--- src/rtl/if_id_skid_reg_if.sv ---
// IF/ID handshake bundle: fetch-side input, decode-side output, flush and perf counter.
// Latency: none, wiring only.
// Backpressure: inReady/outReady carry the valid/ready handshake on each side.
interface if_id_skid_reg_if #(
  parameter int INST_W = 32,
  parameter int PC_W   = 10,
  parameter int CNT_W  = 16
);
  logic              inValid;
  logic              inReady;
  logic [INST_W-1:0] instIn;
  logic [PC_W-1:0]   NPCIn;
  logic              flush;
  logic              outValid;
  logic              outReady;
  logic [INST_W-1:0] instOut;
  logic [PC_W-1:0]   NPCOut;
  logic [CNT_W-1:0]  stallCnt;

  // Environment side: drives fetch data, flush and decode ready.
  modport master (
    output inValid, instIn, NPCIn, flush, outReady,
    input  inReady, outValid, instOut, NPCOut, stallCnt
  );

  // Pipeline register side.
  modport slave (
    input  inValid, instIn, NPCIn, flush, outReady,
    output inReady, outValid, instOut, NPCOut, stallCnt
  );
endinterface

--- src/rtl/if_id_skid_reg.sv ---
// IF/ID pipeline register with one-entry skid buffer, flush and saturating stall counter.
// Latency: one cycle from in_fire to outValid; one instruction per cycle when decode is ready.
// Backpressure: inReady comes from state only; at most one extra instruction lands in skid after outReady drops.
module if_id_skid_reg #(
  parameter int                INST_W   = 32,
  parameter int                PC_W     = 10,
  parameter int                CNT_W    = 16,
  parameter logic [INST_W-1:0] NOP_INST = {INST_W{1'b0}}
) (
  input logic clk,
  input logic reset,
  if_id_skid_reg_if.slave bus
);

  localparam logic [1:0] ST_EMPTY = 2'd0;
  localparam logic [1:0] ST_ONE   = 2'd1;
  localparam logic [1:0] ST_TWO   = 2'd2;

  logic [1:0]        state;
  logic [INST_W-1:0] main_inst;
  logic [PC_W-1:0]   main_npc;
  logic [INST_W-1:0] skid_inst;
  logic [PC_W-1:0]   skid_npc;
  logic [CNT_W-1:0]  stall_cnt;

  logic in_rdy;
  logic out_vld;
  logic in_fire;
  logic out_fire;

  // Ready/valid decoded from registered state only, so outReady never reaches inReady.
  always_comb begin
    in_rdy   = (state != ST_TWO) & reset;
    out_vld  = (state != ST_EMPTY);
    in_fire  = bus.inValid & in_rdy;
    out_fire = out_vld & bus.outReady;
  end

  assign bus.inReady  = in_rdy;
  assign bus.outValid = out_vld;
  assign bus.instOut  = out_vld ? main_inst : NOP_INST;
  assign bus.NPCOut   = out_vld ? main_npc : {PC_W{1'b0}};
  assign bus.stallCnt = stall_cnt;

  // Occupancy state and the main/skid entries; flush empties both and drops any incoming instruction.
  always_ff @(posedge clk or negedge reset) begin
    if (!reset) begin
      state     <= ST_EMPTY;
      main_inst <= NOP_INST;
      main_npc  <= {PC_W{1'b0}};
      skid_inst <= NOP_INST;
      skid_npc  <= {PC_W{1'b0}};
    end else if (bus.flush) begin
      state     <= ST_EMPTY;
      main_inst <= NOP_INST;
      main_npc  <= {PC_W{1'b0}};
      skid_inst <= NOP_INST;
      skid_npc  <= {PC_W{1'b0}};
    end else begin
      case (state)
        ST_EMPTY: begin
          if (in_fire) begin
            state     <= ST_ONE;
            main_inst <= bus.instIn;
            main_npc  <= bus.NPCIn;
          end
        end
        ST_ONE: begin
          if (in_fire && out_fire) begin
            main_inst <= bus.instIn;
            main_npc  <= bus.NPCIn;
          end else if (in_fire) begin
            // Decode stalled: park the newcomer behind main.
            state     <= ST_TWO;
            skid_inst <= bus.instIn;
            skid_npc  <= bus.NPCIn;
          end else if (out_fire) begin
            state <= ST_EMPTY;
          end
        end
        ST_TWO: begin
          if (out_fire) begin
            state     <= ST_ONE;
            main_inst <= skid_inst;
            main_npc  <= skid_npc;
          end
        end
        default: state <= ST_EMPTY;
      endcase
    end
  end

  // Saturating count of cycles where decode holds off a valid instruction; survives flush.
  always_ff @(posedge clk or negedge reset) begin
    if (!reset) begin
      stall_cnt <= {CNT_W{1'b0}};
    end else if (out_vld && !bus.outReady && (stall_cnt != {CNT_W{1'b1}})) begin
      stall_cnt <= stall_cnt + 1'b1;
    end
  end

endmodule

--- src/flat_wrapper.sv ---
// flat-port wrapper written by rule: the top's interface ports become plain ports
module if_id_skid_reg_flat 
#(
  parameter int                INST_W   = 32,
  parameter int                PC_W     = 10,
  parameter int                CNT_W    = 16,
  parameter logic [INST_W-1:0] NOP_INST = {INST_W{1'b0}}
)
  (clk, reset, bus_inValid, bus_instIn, bus_NPCIn, bus_flush, bus_outReady, bus_inReady, bus_outValid, bus_instOut, bus_NPCOut, bus_stallCnt);
  if_id_skid_reg_if #(.INST_W(INST_W), .PC_W(PC_W), .CNT_W(CNT_W)) bus_i ();
  input logic clk;
  input logic reset;
  input wire logic [$bits(bus_i.inValid)-1:0] bus_inValid;
  input wire logic [$bits(bus_i.instIn)-1:0] bus_instIn;
  input wire logic [$bits(bus_i.NPCIn)-1:0] bus_NPCIn;
  input wire logic [$bits(bus_i.flush)-1:0] bus_flush;
  input wire logic [$bits(bus_i.outReady)-1:0] bus_outReady;
  output wire logic [$bits(bus_i.inReady)-1:0] bus_inReady;
  output wire logic [$bits(bus_i.outValid)-1:0] bus_outValid;
  output wire logic [$bits(bus_i.instOut)-1:0] bus_instOut;
  output wire logic [$bits(bus_i.NPCOut)-1:0] bus_NPCOut;
  output wire logic [$bits(bus_i.stallCnt)-1:0] bus_stallCnt;
  assign bus_i.inValid = bus_inValid;
  assign bus_i.instIn = bus_instIn;
  assign bus_i.NPCIn = bus_NPCIn;
  assign bus_i.flush = bus_flush;
  assign bus_i.outReady = bus_outReady;
  assign bus_inReady = bus_i.inReady;
  assign bus_outValid = bus_i.outValid;
  assign bus_instOut = bus_i.instOut;
  assign bus_NPCOut = bus_i.NPCOut;
  assign bus_stallCnt = bus_i.stallCnt;
  if_id_skid_reg #(.INST_W(INST_W), .PC_W(PC_W), .CNT_W(CNT_W), .NOP_INST(NOP_INST)) u_core (.clk(clk), .reset(reset), .bus(bus_i));
endmodule
--- config.mk ---
export PLATFORM = sky130hd
export DESIGN_NAME = if_id_skid_reg_flat
export DESIGN_NICKNAME = d
export VERILOG_FILES = /design/src/rtl/if_id_skid_reg_if.sv /design/src/rtl/if_id_skid_reg.sv /design/src/flat_wrapper.sv
export SDC_FILE = /design/constraint.sdc
export NUM_CORES = 1
export LEC_CHECK = 0
export ABC_CLOCK_PERIOD_IN_PS = 2530
export CAP_MARGIN = 20
export CORE_MARGIN = 2
export CORE_UTILIZATION = 51
export DETAILED_ROUTE_END_ITERATION = 10
export PLACE_DENSITY = 0.8
export SLEW_MARGIN = 20
export SYNTH_ARGS = -nofsm -noshare
export SYNTH_HDL_FRONTEND = slang
export SYNTH_SLANG_ARGS = --single-unit
export TNS_END_PERCENT = 30
--- constraint.sdc ---
create_clock -name clk -period 2.53 [get_ports clk]
set_input_delay 0.506 -clock clk [delete_from_list [all_inputs] [get_ports clk]]
set_output_delay 0.506 -clock clk [all_outputs]
set_load 0.005 [all_outputs]
==> results.md <==
- Critical Path Sink Type: output pin
- Fraction of layout cells with a size suffix above 1: 0.144
- Most area-consuming cells after synthesis: dfrtp_1, nand2_1, mux2_2, a21oi_1, nor2b_1
- Max_cap viols: 0
- Initial antenna violation count: 0
- H-tree Lvls: 3
- Post-synthesis cell type count: 38
- Worst vdd ir: 0.250 mV
- Pwr Density: 543 nW/um2
- Post-DP HPWL: 8300 um
- I/O pins: 107
- # diodes: 0
- DR WL/cell: 15.6 um
- Cell Chain, Critical Path: nor2_4 -> buf_4 -> nor2b_1 -> clkdlybuf4s50_1
- Slew @ Worst Pin: 715 ps
- Final hold vios: 0
- Sum of negative setup slack: 0 ps
- CP max stage delay: 580 ps
- Die width: 104 um
- Seq/Total Area, Yosys: 0.503
- Core ar.: 9730 um2
- Slew HR: 0.523
- Sinks on Clock Net: 102
- Worst path bufs/invs: 2
- Post-Syn Instances: 556
- CTS Buf Count: 9
- All-Layer GR Usage: 0.233
- Reg2reg path depth: 5
- Post-Syn Area: 5070 um2
- Rows: 36
- Cell family with the largest share of critical-path delay: buffers and inverters
- Yosys top cell by area: dfrtp_1
- First-pass GRT wire length: 20500 um
- CP max stage cell: dfrtp_1
- CTS clk-pin slew, worst paths: 90 ps
- Clock Path Buffers: 2
- CTS tree: done
- Top cell type's share of synthesized area: 0.503
- Die H: 104 um
- Yosys reg bits: 102
- Startpoint Class: flip-flop
- Tcrit/Tclk final: 0.975
- Post-place instance area: 6300 um2
- Area grow syn2layout: 29.1%
- RR Startpoint: u_core.state[1]$_DFFE_PN0P_
- Number of synthesized flops with an enable pin: 0
- Placer Congestion: 0.842
- Async S/R FF share, synth: 1.00
- Vias in the first global route: 4204
- R2R Path End: u_core.main_inst[5]$_DFFE_PN0P_
- Largest net degree at the start of global routing: 68
- Root buffer cell: clkbuf_8
- Net count after synthesis: 604
- Drt first pass iters: 5
- CP max FO: 9
- Power Total: 3.55 mW
- Min-delay src: u_core.main_inst[18]$_DFFE_PN0P_
- Routed vias/inst: 5.40
- Flop2flop setup slack: 570 ps
- PortBufs: 106
- Post-route cell area: 6550 um2
- Most numerous cell in the Yosys netlist: nand2_1
- Global route overflow: 0
- Top cells by count, synth: nand2_1, dfrtp_1, a21oi_1
- Hold Path End: u_core.main_inst[18]$_DFFE_PN0P_
- RSZ-0062 raised after global routing: no
- Max-slew violations: 0
- Class of the worst hold path: flip-flop to flip-flop
- Initial core utilization: 0.521
- Nets@finish: 701
- Required @ worst endpoint: 2020 ps
- Final min period: 2470 ps
- Iteration-0 DRC Markers: 196
- Worst setup margin: 64.4 ps
- Hold path depth: 1
- Post-CTS Resized: 0
- WP data arrival: 1960 ps
- Die area: 10800 um2
- Final Skew: 8.24 ps
- CP Class: flip-flop to output pin
- Routed WL: 12300 um
- Final setup fails: 0
- Final Util: 0.673
- Antenna Nets Post-Route: 0
- Synth Area per Inst: 9.12 um2
- Leakage Power: 2.76 nW
- Synth Flop Type: dfrtp_1
- Clk_lat worst skew: 360 ps
- Fmax: 406 MHz
- Yosys warnings: 0
- Routed vias: 4274
- Drc violations: 0
- Worst slack, placed: 189 ps
- Status: complete, no violations
## report_power, final
part	internal [mW]	switching [mW]
registers	1.73	0.0874
logic	0.339	0.242
clock network	0.587	0.564
total	2.66	0.894
## metrics by stage
stage / std cells / hold slack, ps
2_1_floorplan: 556 / 210
3_3_place_gp: 773 / 344
3_5_place_dp: 773 / 347
4_1_cts: 791 / 509
5_1_grt: 791 / 518
6_report: 791 / 503
## worst max path at each step
stage          slack (ps)                   startpoint                             endpoint  cells after the start
3_3_place_gp          230                 bus_outReady  u_core.bus.stallCnt[15]$_DFFE_PN0P_                      5
2_1_floorplan         570                 bus_outReady  u_core.bus.stallCnt[15]$_DFFE_PN0P_                      5
4_1_cts                60                        reset                          bus_inReady                      4
6_report               60  u_core.state[0]$_DFFE_PN0P_                       bus_instOut[5]                      4
3_5_place_dp          190                  bus_inValid      u_core.main_inst[5]$_DFFE_PN0P_                      6
5_1_grt                 2  u_core.state[0]$_DFFE_PN0P_                       bus_instOut[5]                      4
## registers in the layout, summed over array words and instances, names as in the netlist
signal,count
u_core.main_inst,32
u_core.skid_inst,32
u_core.bus.stallCnt,16
u_core.main_npc,10
u_core.skid_npc,10
u_core.state,2
## worst register-to-register path: stages, from the launching register on
cell	delay [ps]
dfrtp_1	530
nand3b_2	230
a21oi_1	130
a211oi_4	300
buf_12	260
mux2_2	380
## layer usage
metal,up-vias,share of wire,track usage
met5,-,0,0
met1,2110,0.43,0.304
met3,18,0.047,0.0378
li1,2026,-,-
met4,0,0.017,0.0811
met2,120,0.51,0.395
## layout by cell type, fill, tap and decap left out, drive strengths merged, types with 2 or more instances in the layout
cell	instances
nand2	174
clkdlybuf4s50	104
dfrtp	102
a21oi	90
mux2	45
nor2b	43
buf	21
clkbuf	11
nand3	10
xnor2	8
nor3	6
nor2	4
nand4	4
xor2	3
and2	3
and3	3
clkinv	3
inv	2
o21ba	2
o21ai	2
bufinv	2
nand3b	2
## logic make-up (layout without fill, tap and decap cells)
logic type / Yosys count / count (layout) / share of synthesized area
simple gates: 258 / 258 / 0.236
fa+ha+maj: 1 / 1 / 0.00247
xor+xnor: 11 / 11 / 0.0190
compound gates: 97 / 97 / 0.100
mux: 45 / 45 / 0.101
buf+inv: 42 / 144 / 0.0387
flops: 102 / 102 / 0.503
## timing repair
item                                    CTS  global route
endpoints found under the setup margin   24             0
hold buffers                              1             0
endpoints found under the hold margin     6             0
buffers inserted                          1             0
## cell type report
class | instances | area, um2
Sequential cell | 102 | 2550
Fill cell | 774 | 3180
Tap cell | 133 | 166
Timing Repair Buffer | 126 | 1240
Inverter | 2 | 7.51
Clock inverter | 5 | 82.6
Clock buffer | 11 | 141
Multi-Input combinational cell | 412 | 2350
(Power assumes the default switching activity.)
